**config.mk**
```make
export PLATFORM = sky130hd
export DESIGN_NAME = multicycle_control_unit
export DESIGN_NICKNAME = d
export VERILOG_FILES = /design/src/rtl/mcu_pkg.sv /design/src/rtl/alu_control_decoder.sv /design/src/rtl/multicycle_control_unit.sv
export SDC_FILE = /design/constraint.sdc
export NUM_CORES = 1
export LEC_CHECK = 0
export BUFFER_PORTS_ARGS = -buffer_cell sky130_fd_sc_hd__clkbuf_2
export CORE_UTILIZATION = 37
export DETAILED_ROUTE_END_ITERATION = 8
export PLACE_DENSITY_LB_ADDON = 0.2
export SYNTH_ARGS = -nofsm -noshare
export SYNTH_HDL_FRONTEND = slang
export SYNTH_SLANG_ARGS = --single-unit
```
**constraint.sdc**
```tcl
create_clock -name clock -period 1.5 [get_ports clock]
set_input_delay 0 -clock clock [delete_from_list [all_inputs] [get_ports clock]]
set_output_delay 0 -clock clock [all_outputs]
set_load 0.05 [all_outputs]
```
**src/rtl/mcu_pkg.sv**
```systemverilog
// Shared encodings for the multi-cycle MIPS control unit: opcodes, functs,
// ALU codes, FSM states and datapath mux selects.
package mcu_pkg;

    localparam logic [5:0] OP_RTYPE = 6'b000000;
    localparam logic [5:0] OP_J     = 6'b000010;
    localparam logic [5:0] OP_BEQ   = 6'b000100;
    localparam logic [5:0] OP_BNE   = 6'b000101;
    localparam logic [5:0] OP_ADDI  = 6'b001000;
    localparam logic [5:0] OP_SLTI  = 6'b001010;
    localparam logic [5:0] OP_ANDI  = 6'b001100;
    localparam logic [5:0] OP_ORI   = 6'b001101;
    localparam logic [5:0] OP_LW    = 6'b100011;
    localparam logic [5:0] OP_SW    = 6'b101011;

    localparam logic [5:0] FN_ADD = 6'b100000;
    localparam logic [5:0] FN_SUB = 6'b100010;
    localparam logic [5:0] FN_AND = 6'b100100;
    localparam logic [5:0] FN_OR  = 6'b100101;
    localparam logic [5:0] FN_SLT = 6'b101010;

    localparam logic [3:0] ALU_AND = 4'b0000;
    localparam logic [3:0] ALU_OR  = 4'b0001;
    localparam logic [3:0] ALU_ADD = 4'b0010;
    localparam logic [3:0] ALU_SUB = 4'b0110;
    localparam logic [3:0] ALU_SLT = 4'b0111;

    localparam logic [1:0] SRCB_REGB    = 2'b00;
    localparam logic [1:0] SRCB_FOUR    = 2'b01;
    localparam logic [1:0] SRCB_IMM     = 2'b10;
    localparam logic [1:0] SRCB_IMM_SL2 = 2'b11;

    localparam logic [1:0] PCSRC_ALU    = 2'b00;
    localparam logic [1:0] PCSRC_ALUOUT = 2'b01;
    localparam logic [1:0] PCSRC_JUMP   = 2'b10;

    typedef enum logic [3:0] {
        S_FETCH    = 4'd0,
        S_DECODE   = 4'd1,
        S_MEMADDR  = 4'd2,
        S_MEMREAD  = 4'd3,
        S_MEMWB    = 4'd4,
        S_MEMWRITE = 4'd5,
        S_EXEC_R   = 4'd6,
        S_RWB      = 4'd7,
        S_BRANCH   = 4'd8,
        S_EXEC_I   = 4'd9,
        S_IWB      = 4'd10,
        S_JUMP     = 4'd11
    } state_e;

    typedef enum logic [2:0] {
        ALU_CLS_NONE,
        ALU_CLS_ADD,
        ALU_CLS_SUB,
        ALU_CLS_FUNCT,
        ALU_CLS_IMM
    } alu_class_e;

    function automatic logic funct_legal(input logic [5:0] funct);
        return (funct == FN_ADD) || (funct == FN_SUB) || (funct == FN_AND) ||
               (funct == FN_OR)  || (funct == FN_SLT);
    endfunction

endpackage

```
**src/rtl/alu_control_decoder.sv**
```systemverilog
// Maps the FSM's ALU usage class plus opcode/funct onto the 4-bit ALU code.
module alu_control_decoder
    import mcu_pkg::*;
(
    input  alu_class_e  alu_class,
    input  logic [5:0]  opcode,
    input  logic [5:0]  funct,
    output logic [3:0]  alu_control
);

    always_comb begin
        alu_control = ALU_AND;
        case (alu_class)
            ALU_CLS_ADD: alu_control = ALU_ADD;
            ALU_CLS_SUB: alu_control = ALU_SUB;
            ALU_CLS_FUNCT: begin
                case (funct)
                    FN_ADD:  alu_control = ALU_ADD;
                    FN_SUB:  alu_control = ALU_SUB;
                    FN_AND:  alu_control = ALU_AND;
                    FN_OR:   alu_control = ALU_OR;
                    FN_SLT:  alu_control = ALU_SLT;
                    default: alu_control = ALU_AND;
                endcase
            end
            ALU_CLS_IMM: begin
                case (opcode)
                    OP_ADDI: alu_control = ALU_ADD;
                    OP_ANDI: alu_control = ALU_AND;
                    OP_ORI:  alu_control = ALU_OR;
                    OP_SLTI: alu_control = ALU_SLT;
                    default: alu_control = ALU_AND;
                endcase
            end
            default: alu_control = ALU_AND;
        endcase
    end

endmodule

```
**src/rtl/multicycle_control_unit.sv**
```systemverilog
// Multi-cycle MIPS control FSM: sequences fetch/decode/execute/memory/writeback
// over a shared datapath and stalls on the memory-ready handshake.
module multicycle_control_unit
    import mcu_pkg::*;
#(
    parameter int unsigned DATA_WIDTH   = 32,
    parameter bit          ZEXT_LOGICAL = 1'b1
)(
    input  logic                  clock,
    input  logic                  reset,
    input  logic [31:0]           instruction,
    input  logic                  mem_ready,
    output logic [DATA_WIDTH-1:0] sign_extend,
    output logic [4:0]            read_sel_a,
    output logic [4:0]            read_sel_b,
    output logic [4:0]            write_sel,
    output logic [3:0]            ALU_Control,
    output logic                  IorD,
    output logic                  IRWrite,
    output logic                  PCWrite,
    output logic                  PCWriteCond,
    output logic                  BranchNe,
    output logic                  MemRead,
    output logic                  MemWrite,
    output logic                  MemtoReg,
    output logic                  RegWrite,
    output logic                  RegDst,
    output logic                  ALUSrcA,
    output logic [1:0]            ALUSrcB,
    output logic [1:0]            PCSource,
    output logic [3:0]            state,
    output logic                  instr_done,
    output logic                  illegal_op
);

    state_e     state_q, state_d;
    alu_class_e alu_class;
    logic [5:0] opcode, funct;
    logic       ext_bit;

    assign opcode     = instruction[31:26];
    assign funct      = instruction[5:0];
    assign read_sel_a = instruction[25:21];
    assign read_sel_b = instruction[20:16];
    assign write_sel  = (opcode == OP_RTYPE) ? instruction[15:11] : instruction[20:16];
    assign state      = state_q;

    // Fill first, then overlay imm so DATA_WIDTH == 16 needs no zero-width replication.
    always_comb begin
        ext_bit = instruction[15] &
                  ~(ZEXT_LOGICAL && ((opcode == OP_ANDI) || (opcode == OP_ORI)));
        sign_extend       = {DATA_WIDTH{ext_bit}};
        sign_extend[15:0] = instruction[15:0];
    end

    always_ff @(posedge clock or posedge reset) begin
        if (reset) state_q <= S_FETCH;
        else       state_q <= state_d;
    end

    alu_control_decoder u_alu_dec (
        .alu_class   (alu_class),
        .opcode      (opcode),
        .funct       (funct),
        .alu_control (ALU_Control)
    );

    always_comb begin
        state_d     = S_FETCH;
        alu_class   = ALU_CLS_NONE;
        IorD        = 1'b0;
        IRWrite     = 1'b0;
        PCWrite     = 1'b0;
        PCWriteCond = 1'b0;
        BranchNe    = 1'b0;
        MemRead     = 1'b0;
        MemWrite    = 1'b0;
        MemtoReg    = 1'b0;
        RegWrite    = 1'b0;
        RegDst      = 1'b0;
        ALUSrcA     = 1'b0;
        ALUSrcB     = SRCB_REGB;
        PCSource    = PCSRC_ALU;
        instr_done  = 1'b0;
        illegal_op  = 1'b0;
        case (state_q)
            S_FETCH: begin
                MemRead   = 1'b1;
                ALUSrcB   = SRCB_FOUR;
                alu_class = ALU_CLS_ADD;
                IRWrite   = mem_ready;
                PCWrite   = mem_ready;
                state_d   = mem_ready ? S_DECODE : S_FETCH;
            end
            S_DECODE: begin
                ALUSrcB   = SRCB_IMM_SL2;
                alu_class = ALU_CLS_ADD;
                case (opcode)
                    OP_LW, OP_SW:    state_d = S_MEMADDR;
                    OP_BEQ, OP_BNE:  state_d = S_BRANCH;
                    OP_ADDI, OP_ANDI, OP_ORI, OP_SLTI: state_d = S_EXEC_I;
                    OP_J:            state_d = S_JUMP;
                    OP_RTYPE: begin
                        if (funct_legal(funct)) state_d = S_EXEC_R;
                        else                    illegal_op = 1'b1;
                    end
                    default:         illegal_op = 1'b1;
                endcase
            end
            S_MEMADDR: begin
                ALUSrcA   = 1'b1;
                ALUSrcB   = SRCB_IMM;
                alu_class = ALU_CLS_ADD;
                state_d   = (opcode == OP_LW) ? S_MEMREAD : S_MEMWRITE;
            end
            S_MEMREAD: begin
                MemRead = 1'b1;
                IorD    = 1'b1;
                state_d = mem_ready ? S_MEMWB : S_MEMREAD;
            end
            S_MEMWB: begin
                RegWrite   = 1'b1;
                MemtoReg   = 1'b1;
                instr_done = 1'b1;
            end
            S_MEMWRITE: begin
                MemWrite   = 1'b1;
                IorD       = 1'b1;
                instr_done = mem_ready;
                state_d    = mem_ready ? S_FETCH : S_MEMWRITE;
            end
            S_EXEC_R: begin
                ALUSrcA   = 1'b1;
                alu_class = ALU_CLS_FUNCT;
                state_d   = S_RWB;
            end
            S_RWB: begin
                RegWrite   = 1'b1;
                RegDst     = 1'b1;
                instr_done = 1'b1;
            end
            S_BRANCH: begin
                ALUSrcA     = 1'b1;
                alu_class   = ALU_CLS_SUB;
                PCWriteCond = 1'b1;
                PCSource    = PCSRC_ALUOUT;
                BranchNe    = (opcode == OP_BNE);
                instr_done  = 1'b1;
            end
            S_EXEC_I: begin
                ALUSrcA   = 1'b1;
                ALUSrcB   = SRCB_IMM;
                alu_class = ALU_CLS_IMM;
                state_d   = S_IWB;
            end
            S_IWB: begin
                RegWrite   = 1'b1;
                instr_done = 1'b1;
            end
            S_JUMP: begin
                PCWrite    = 1'b1;
                PCSource   = PCSRC_JUMP;
                instr_done = 1'b1;
            end
            default: state_d = S_FETCH;
        endcase
    end

endmodule

```
==> impl_metrics.tcl, run 1 <==
set metrics [dict create \
    gp_congestion 0.860 \
    period_needed_ns 1.67 \
    nets 260 \
    rows 19 \
    antenna_found_initial 0 \
    path_cells "nand2b_4 > or3_4 > buf_4 > o21bai_4 > buf_8" \
    insertion_delay_ns 0.25 \
    n_antenna_cell 0 \
    max_cap_violations 0 \
    vias_per_cell 5.21 \
    crit_required_ns 1.50 \
    drc 22 \
    htree_levels 1 \
    first_global_vias 1177 \
    grt_usage_pct 20.8 \
    die_h_um 56.7 \
    routed-wl-met2_mm 1.90 \
    crit_arrival_ns 1.67 \
    cts_tree "done" \
    total_power_mw 1.81 \
    drt_wl_total_mm 3.49 \
    start_util_pct 39.5 \
    drive_gt1_share_pct 72.2 \
    synth_area_um2 1110 \
    vias 1324 \
    cts_root_buffer "clkbuf_4" \
    p_sw_share_pct 58.3 \
    synth_warnings 0 \
    crit_path_end_kind "output port" \
    slew_violations 0 \
    n_fill_cell 236 \
    timing.final.ws_setup_ns -0.173 \
    mostFrequentLayoutCell "clkbuf_2" \
    cts_sinks 4 \
    ant_nets 0 \
    syn-num-nets 194 \
    fin_util_pct 63.8 \
    grt-ovfl-total 0 \
    yosysSeqAreaShare_pct 9.04 \
    cts_buffers 3 \
    ys_seq_elements 4 \
    holdWs_ns 0.0000220 \
    fmax_mhz 598 \
    critPathSlowestCell "dfrtp_2" \
    synth_area_per_cell_um2 6.96 \
    violations "DRC, setup timing" \
    min_path_type "input pin to output port" \
    rsz0062_at_grt "true" \
    route.met3.wl_um 304 \
    clock_path_buffers 2 \
    grt_max_degree 17 \
    timing.setup.tns_ns -0.773 \
    dieWidth_um 56.7 \
    leakage_nw 0.840 \
    clkPwrFrac_pct 7.9 \
    final_cell_mix "70 x clkbuf_2, 21 x buf_4, 8 x nor2_2, 8 x nand2_1" \
    intPower_uw 755 \
    syn2layout_area_growth_pct 61.6 \
    min_period_over_period_pct 112 \
    peakVddDrop_v 0.000765 \
    area.sequential_um2 105 \
    setup_violations 7 \
    pin_count 107 \
    hold_path_depth 0 \
    dieArea_um2 3220 \
    drtIter0Drc 42 \
    drt_first_pass_iters 7 \
    multiInputGateArea_um2 837 \
    powerDensity_nw_per_um2 1010 \
    dp_hpwl_mm 2.60 \
    wire_per_inst_um 13.7 \
    start_kind "register" \
    power_frac_comb_pct 83.7 \
    largest_register_ff_count 4 \
    seqPwrFrac_pct 8.4 \
    core-area_um2 2810 \
    max_stage_delay_ns 0.42 \
    hold_viol 0 \
    met1Wirelength_mm 1.24 \
    top_layer_used "met4" \
    grt_pass1_wl_mm 5.26 \
    io_buffers 85 \
    path_clk_slew_ns 0.03 \
    critPathKind "register to output port" \
    p_switching_mw 1.05 \
    synth_cell_types 44 \
    outcome "finished with violations" \
    critical_path.max_fanout 4 \
    finClkSkew_ns 0.00864 \
    reg2reg_depth 7 \
    synthCells 159 \
]
==> worst max-delay path, delay by kind of cell (launching register included) <==
| family | cells | cell delay, ns |
|---|---|---|
| DFF | 1 | 0.42 |
| AOI/OAI and AO/OA | 1 | 0.14 |
| buffers and inverters | 2 | 0.31 |
| and+or+nand+nor | 2 | 0.56 |
==> routing by layer <==
metal | GRT usage (%) | vias to the layer above
li1 | - | 633
met1 | 22.4 | 603
met2 | 39.6 | 82
met3 | 3.46 | 6
met4 | 8.21 | 0
met5 | 0 | -
==> power by group through the flow <==
stage	Sequential (mW)	Clock, mW	Combinational (mW)
after floorplan	0.203	0	1.02
after global placement	0.145	0	1.24
after detailed placement	0.146	0	1.25
after CTS	0.149	0.149	1.38
after global routing	0.155	0.149	1.58
final	0.152	0.143	1.51
==> cell type report <==
type / instances / area share [%]
clock buffers: 3 / 1.26
inverters: 6 / 1.47
repair buffers: 110 / 42.4
multi-input cells: 100 / 46.8
flip-flops and latches: 4 / 5.87
well taps: 31 / 2.17
==> cell usage after synthesis <==
cell      count  area share [%]
a211o_1       1            0.79
a211oi_1      2             1.4
a21o_1        1            0.68
a21oi_1       5             2.3
a22oi_1       1            0.68
a31o_1        1            0.79
a31oi_1       3             1.7
and3_1        2             1.1
buf_2         2            0.90
buf_4        44              30
buf_6         1             1.0
clkbuf_1      2            0.68
conb_1        1            0.34
dfrtp_1       4             9.0
inv_1         5             1.7
inv_2         1            0.34
mux2_2        4             4.1
mux2i_1       2             1.8
nand2_1      10             3.4
nand2_2       1            0.57
nand2b_1      5             2.8
nand2b_4      1             1.2
nand3_1       6             2.7
nand3_2       1            0.90
nand3b_1      1            0.68
nand4_1       1            0.57
nor2_1       15             5.1
nor2_2        2             1.1
nor2b_1       5             2.8
nor3_1        5             2.3
nor4_1        3             1.7
nor4_2        1             1.1
nor4_4        1             1.9
nor4b_1       1            0.79
nor4bb_1      1            0.90
o21a_1        2             1.4
o21ai_0       6             2.7
o21bai_1      1            0.68
o22ai_1       3             1.7
o311ai_1      1            0.79
o31ai_1       1            0.68
or2_2         1            0.57
or3_4         1             1.0
xnor2_1       1            0.79
==> per-stage QoR <==
stage | setup WS [ns] | instances | cell area, µm²
after CTS | -0.209 | 251 | 1680
after global routing | -0.233 | 254 | 1790
after detailed placement | 0.00469 | 243 | 1500
after floorplan | -0.205 | 159 | 1270
final | -0.173 | 254 | 1790
after global placement | 0.0481 | 243 | 1500
==> path summary, 6_finish.rpt <==
| kind | startpoint | end | slack [ns] |
|---|---|---|---|
| max in group asynchronous | reset | state[3]$_DFF_PP0_ | 1.14 |
| worst min register to register | state[3]$_DFF_PP0_ | state[0]$_DFF_PP0_ | 0.77 |
| worst max-delay path | state[3]$_DFF_PP0_ | ALU_Control[2] | -0.17 |
| worst max register to register | state[3]$_DFF_PP0_ | state[1]$_DFF_PP0_ | 0.06 |
| min in group asynchronous | reset | state[2]$_DFF_PP0_ | 0.18 |
| worst min-delay path | instruction[21] | read_sel_a[0] | 0.00002 |
==> timing repair <==
action | CTS | global route
resized for setup | 31 | 32
setup buffers | 4 | 5
hold endpoints to repair | 4 | 0
setup endpoints to repair | 14 | 18
hold buffers | 1 | 0
pin swaps | 0 | 6
==> logic make-up after synthesis <==
kind of cell / Yosys count / synth area share, %
flip-flops: 4 / 9.04
AO/OA/AOI/OAI: 28 / 16.2
AND/OR/NAND/NOR: 64 / 33.3
other: 1 / 0.339
multiplexers: 6 / 5.88
buffers and inverters: 55 / 34.5
XOR/XNOR: 1 / 0.791
Note: power is estimated with default switching activity, not from simulation.
==> inputs of run 2 (changes only) <==
==> constraint.sdc (replaced) <==
create_clock -name clock -period 1.5 [get_ports clock]
set_input_delay 0 -clock clock [delete_from_list [all_inputs] [get_ports clock]]
set_output_delay 0 -clock clock [all_outputs]
set_load 0.1 [all_outputs]
==> run 2 against run 1 <==
  * The run still ends with DRC, setup timing left
  * First-iteration DRC count rose by 40%
  * Count of clock-buffer cells in the layout did not move
  * Combinational power rose by 72%
  * Sequential power rose by 8%
  * Critical path type unchanged
  * Critical endpoint is now ALU_Control[0]
  * Largest power group unchanged
==> impl_metrics.tcl, run 2 (synthesis results as in run 1) <==
set metrics [dict create \
    outcome "finished with violations" \
    violations "DRC, setup timing" \
    route.met3.wl_um 363 \
    dp_hpwl_mm 3.35 \
    antenna_found_initial 0 \
    gp_congestion 0.925 \
    syn2layout_area_growth_pct 123 \
    start_util_pct 39.5 \
    start_kind "register" \
    drive_gt1_share_pct 74.2 \
    stdcell_count 260 \
    ant_nets 0 \
    grt_pass1_wl_mm 7.10 \
    leakage_nw 1.07 \
    dieWidth_um 56.7 \
    tightest_slew_ns 0.551 \
    max-slew-margin-rel_pct 63.0 \
    pin_count 107 \
    cts_root_buffer "clkbuf_4" \
    crit_arrival_ns 1.83 \
    largest_register_ff_count 4 \
    finClkSkew_ns 0.00477 \
    drt_first_pass_iters 6 \
    min_path_type "input pin to output port" \
    vias 1450 \
    timing.final.ws_setup_ns -0.332 \
    crit_path_end_kind "output port" \
    final_cell_mix "44 x buf_12, 42 x clkbuf_2, 17 x buf_4, 12 x buf_6" \
    cts_tree "done" \
    critical_path.max_fanout 2 \
    mostFrequentLayoutCell "buf_12" \
    total_power_mw 2.91 \
    die_h_um 56.7 \
    rsz0062_at_grt "true" \
    core-area_um2 2810 \
    post-place-cells 243 \
    peakVddDrop_v 0.00138 \
    vias_per_cell 5.58 \
    max_cap_violations 0 \
    drtIter0Drc 59 \
    slew_violations 0 \
    period_needed_ns 1.83 \
    setup_violations 16 \
    io_buffers 85 \
    grt_usage_pct 28.5 \
    crit_required_ns 1.50 \
    first_global_vias 1479 \
    grt-ovfl-total 0 \
    nets 266 \
    insertion_delay_ns 0.25 \
    dieArea_um2 3220 \
    cts_sinks 4 \
    rows 19 \
    hold_viol 0 \
    holdWs_ns 0.0000375 \
    clock_path_buffers 2 \
    path_clk_slew_ns 0.04 \
    drc 20 \
    met1Wirelength_mm 1.63 \
    fmax_mhz 546 \
    routed-wl-met2_mm 2.68 \
    drt_wl_total_mm 4.81 \
    grt_max_degree 17 \
    n_antenna_cell 0 \
    min_period_over_period_pct 122 \
    cts_buffers 3 \
    critPathKind "register to output port" \
    wire_per_inst_um 18.5 \
    htree_levels 1 \
    top_layer_used "met4" \
    powerDensity_nw_per_um2 1180 \
]
==> run 2: cell count changes in the layout (fill, tap and decap cells not counted), sizes merged <==
cell and delta:
clkinvlp -1, clkbuf -34, buf +40, inv +1
==> run 2: cell type report <==
| type | count | area [µm²] |
|---|---|---|
| Fill cell | 132 | 339 |
| Sequential cell | 4 | 115 |
| Multi-Input combinational cell | 100 | 898 |
| Inverter | 6 | 27.5 |
| Clock buffer | 3 | 22.5 |
| Tap cell | 31 | 38.8 |
| Timing Repair Buffer | 116 | 1360 |
==> run 2: timing repair <==
item | CTS | global route
gates resized for setup | 37 | 7
pin swaps | 11 | 6
buffers inserted | 10 | 6
endpoints found under the hold margin | 4 | 0
gates cloned | 0 | 0
setup endpoints to repair | 15 | 19
hold buffers | 1 | 0
==> run 2: power by group <==
part	internal (mW)	total [mW]	switching, mW
registers	0.135	0.164	0.0291
clock network	0.0902	0.146	0.0555
logic	0.912	2.60	1.69
==> run 2: routing by layer <==
metal,vias up,global-route usage (%)
met5,-,0
met2,94,58.5
met3,15,2.30
li1,651,-
met4,0,11.4
met1,690,28.6
==> run 2: final timing paths <==
kind,from,to,slack [ns],depth (start not counted)
worst max-delay path,state[3]$_DFF_PP0_,ALU_Control[0],-0.33,5
worst min-delay path,instruction[22],read_sel_a[1],0.00004,0
worst max register to register,state[2]$_DFF_PP0_,state[2]$_DFF_PP0_,0.10,6
worst min register to register,state[0]$_DFF_PP0_,state[2]$_DFF_PP0_,0.79,3
max in group asynchronous,reset,state[1]$_DFF_PP0_,1.14,3
min in group asynchronous,reset,state[0]$_DFF_PP0_,0.18,3
==> run 2: worst max-delay path: stages (launching register included) <==
cell and delay (ns):
dfrtp_4 0.48, nand2b_4 0.16, or3_4 0.42, buf_6 0.15
o22ai_4 0.17, buf_12 0.20
==> run 2: stage by stage <==
stage	area [µm²]	worst slack [ns]	util (%)	TNS, ns
after floorplan	1320	-0.646	-	-6.95
after global placement	2170	0.00301	77.2	0
after detailed placement	2170	-0.0354	77.2	-0.0655
after CTS	2420	-0.281	86.1	-1.85
after global routing	2470	-0.328	87.9	-2.39
final	2470	-0.332	87.9	-1.98
==> inputs of run 3 (changes only) <==
- GPL_TIMING_DRIVEN: unset -> 0
==> run 3 against run 2 <==
  * The flow still finishes with violations (DRC, setup timing)
  * Design area grew 2.2%
  * Sequential share of layout area shrank 0.10 points
  * Global-route usage shrank 3.0 points
==> impl_metrics.tcl, run 3 (synthesis results as in run 1) <==
set metrics [dict create \
    cp-startpoint "state[0]$_DFF_PP0_" \
    p_sw_share_pct 63.5 \
    max_cap_violations 0 \
    period_needed_ns 1.88 \
    rsz0062_at_grt "true" \
    core-area_um2 2810 \
    met1Wirelength_mm 1.90 \
    power_frac_comb_pct 89.6 \
    reg2reg_from "state[0]$_DFF_PP0_" \
    ant_nets 0 \
    timing.final.ws_setup_ns -0.382 \
    pin_count 107 \
    finClkSkew_ns 0.000240 \
    max-slew-margin-rel_pct 62.6 \
    critical_path.max_fanout 6 \
    intPower_mw 1.10 \
    crit_required_ns 1.50 \
    route.met3.wl_um 506 \
    p_switching_mw 1.92 \
    drt_first_pass_iters 7 \
    n_fill_cell 119 \
    drtIter0Drc 58 \
    violations "DRC, setup timing" \
    powerDensity_nw_per_um2 1200 \
    clkPwrFrac_pct 4.7 \
    wire_per_inst_um 17.6 \
    dp_hpwl_mm 2.64 \
    fmax_mhz 531 \
    n_antenna_cell 0 \
    insertion_delay_ns 0.24 \
    min_period_over_period_pct 125 \
    leakage_nw 1.21 \
    cts_buffers 3 \
    antenna_found_initial 0 \
    crit_arrival_ns 1.88 \
    drive_gt1_share_pct 81.3 \
    grt_pass1_wl_mm 6.48 \
    gp_congestion 0.901 \
    stdcell_count 309 \
    multiInputGateArea_um2 930 \
    first_global_vias 1384 \
    drt_wl_total_mm 5.43 \
    final_cell_mix "71 x clkbuf_2, 65 x buf_4, 11 x clkbuf_16, 8 x nor2_1, 8 x buf_12" \
    top_layer_used "met4" \
    grt-ovfl-total 0 \
    grt_max_degree 17 \
    vias 1626 \
    htree_levels 1 \
    grt_usage_pct 25.5 \
    peakVddDrop_v 0.00110 \
    path_clk_slew_ns 0.04 \
    min_path_type "input pin to asynchronous set/reset pin" \
    tightest_slew_ns 0.564 \
    dieArea_um2 3220 \
    die_h_um 56.7 \
    seqPwrFrac_pct 5.6 \
    mostFrequentLayoutCell "clkbuf_2" \
    largest_register_ff_count 4 \
    drc 20 \
    cts_tree "done" \
    critPathKind "register to output port" \
    vias_per_cell 5.26 \
    io_buffers 95 \
    nets 315 \
    setup_violations 19 \
    start_util_pct 39.5 \
    syn2layout_area_growth_pct 128 \
    clock_path_buffers 2 \
    cts_root_buffer "clkbuf_4" \
    dieWidth_um 56.7 \
    crit_path_end_kind "output port" \
    post-place-cells 285 \
    routed-wl-met2_mm 2.81 \
    hold_viol 0 \
    rows 19 \
    slew_violations 0 \
    start_kind "register" \
    area.sequential_um2 115 \
    pre_cts_ws_ns -0.471 \
    cts_sinks 4 \
    outcome "finished with violations" \
]
## run 3: worst paths after layout
check                      slack, ns  cells after the start                 end
min in group clock              0.21                      4  state[1]$_DFF_PP0_
min                             0.20                      3  state[0]$_DFF_PP0_
max                            -0.38                      6      ALU_Control[1]
min reg2reg                     0.85                      4  state[2]$_DFF_PP0_
max reg2reg                    -0.10                      8  state[0]$_DFF_PP0_
max in group asynchronous       1.12                      3  state[3]$_DFF_PP0_
## run 3: routing by layer
| layer | track usage, % | vias up |
|---|---|---|
| met5 | 0 | - |
| met3 | 4.15 | 22 |
| met4 | 6.07 | 0 |
| li1 | - | 752 |
| met1 | 26.7 | 716 |
| met2 | 51.5 | 136 |
## run 3: through the flow
step | total power, mW | util, % | hold slack, ns | area, µm² | setup TNS (ns)
after floorplan | 1.89 | - | -0.234 | 1320 | -6.95
after global placement | 2.14 | 65.3 | -0.136 | 1830 | -8.49
after detailed placement | 2.15 | 65.3 | -0.135 | 1830 | -8.95
after CTS | 2.73 | 83.3 | 0.185 | 2340 | -1.62
after global routing | 3.08 | 89.9 | 0.203 | 2520 | -4.22
final | 3.02 | 89.9 | 0.198 | 2520 | -3.29
## run 3: power groups by stage
stage               registers (mW)  logic, mW  clock network [mW]
floorplan                    0.272       1.62                   0
global placement             0.159       1.98                   0
detailed placement           0.159       1.99                   0
CTS                          0.168       2.43               0.137
global route                 0.172       2.76               0.150
finish                       0.170       2.71               0.142
## run 3: final cells by class
type	instances	area share (%)
tap	31	1.54
multi-input combinational	100	36.9
sequential	4	4.57
buffer	47	15.0
clock buffer	3	0.893
inverter	6	1.39
timing repair buffer	118	39.8
## run 3: what timing repair did
item	CTS	global route
hold buffers	1	0
gates cloned	0	0
buffers inserted	12	10
hold endpoints to repair	4	0
pin swaps	9	15
resized for setup	76	40
setup endpoints to repair	37	25
## run 3: worst max-delay path: stages (launching register included)
cell and delay, ns:
dfrtp_4 0.50, inv_6 0.09, nand2_8 0.07, or3_4 0.42, nor4_4 0.23, a31o_4 0.14, clkbuf_16 0.19
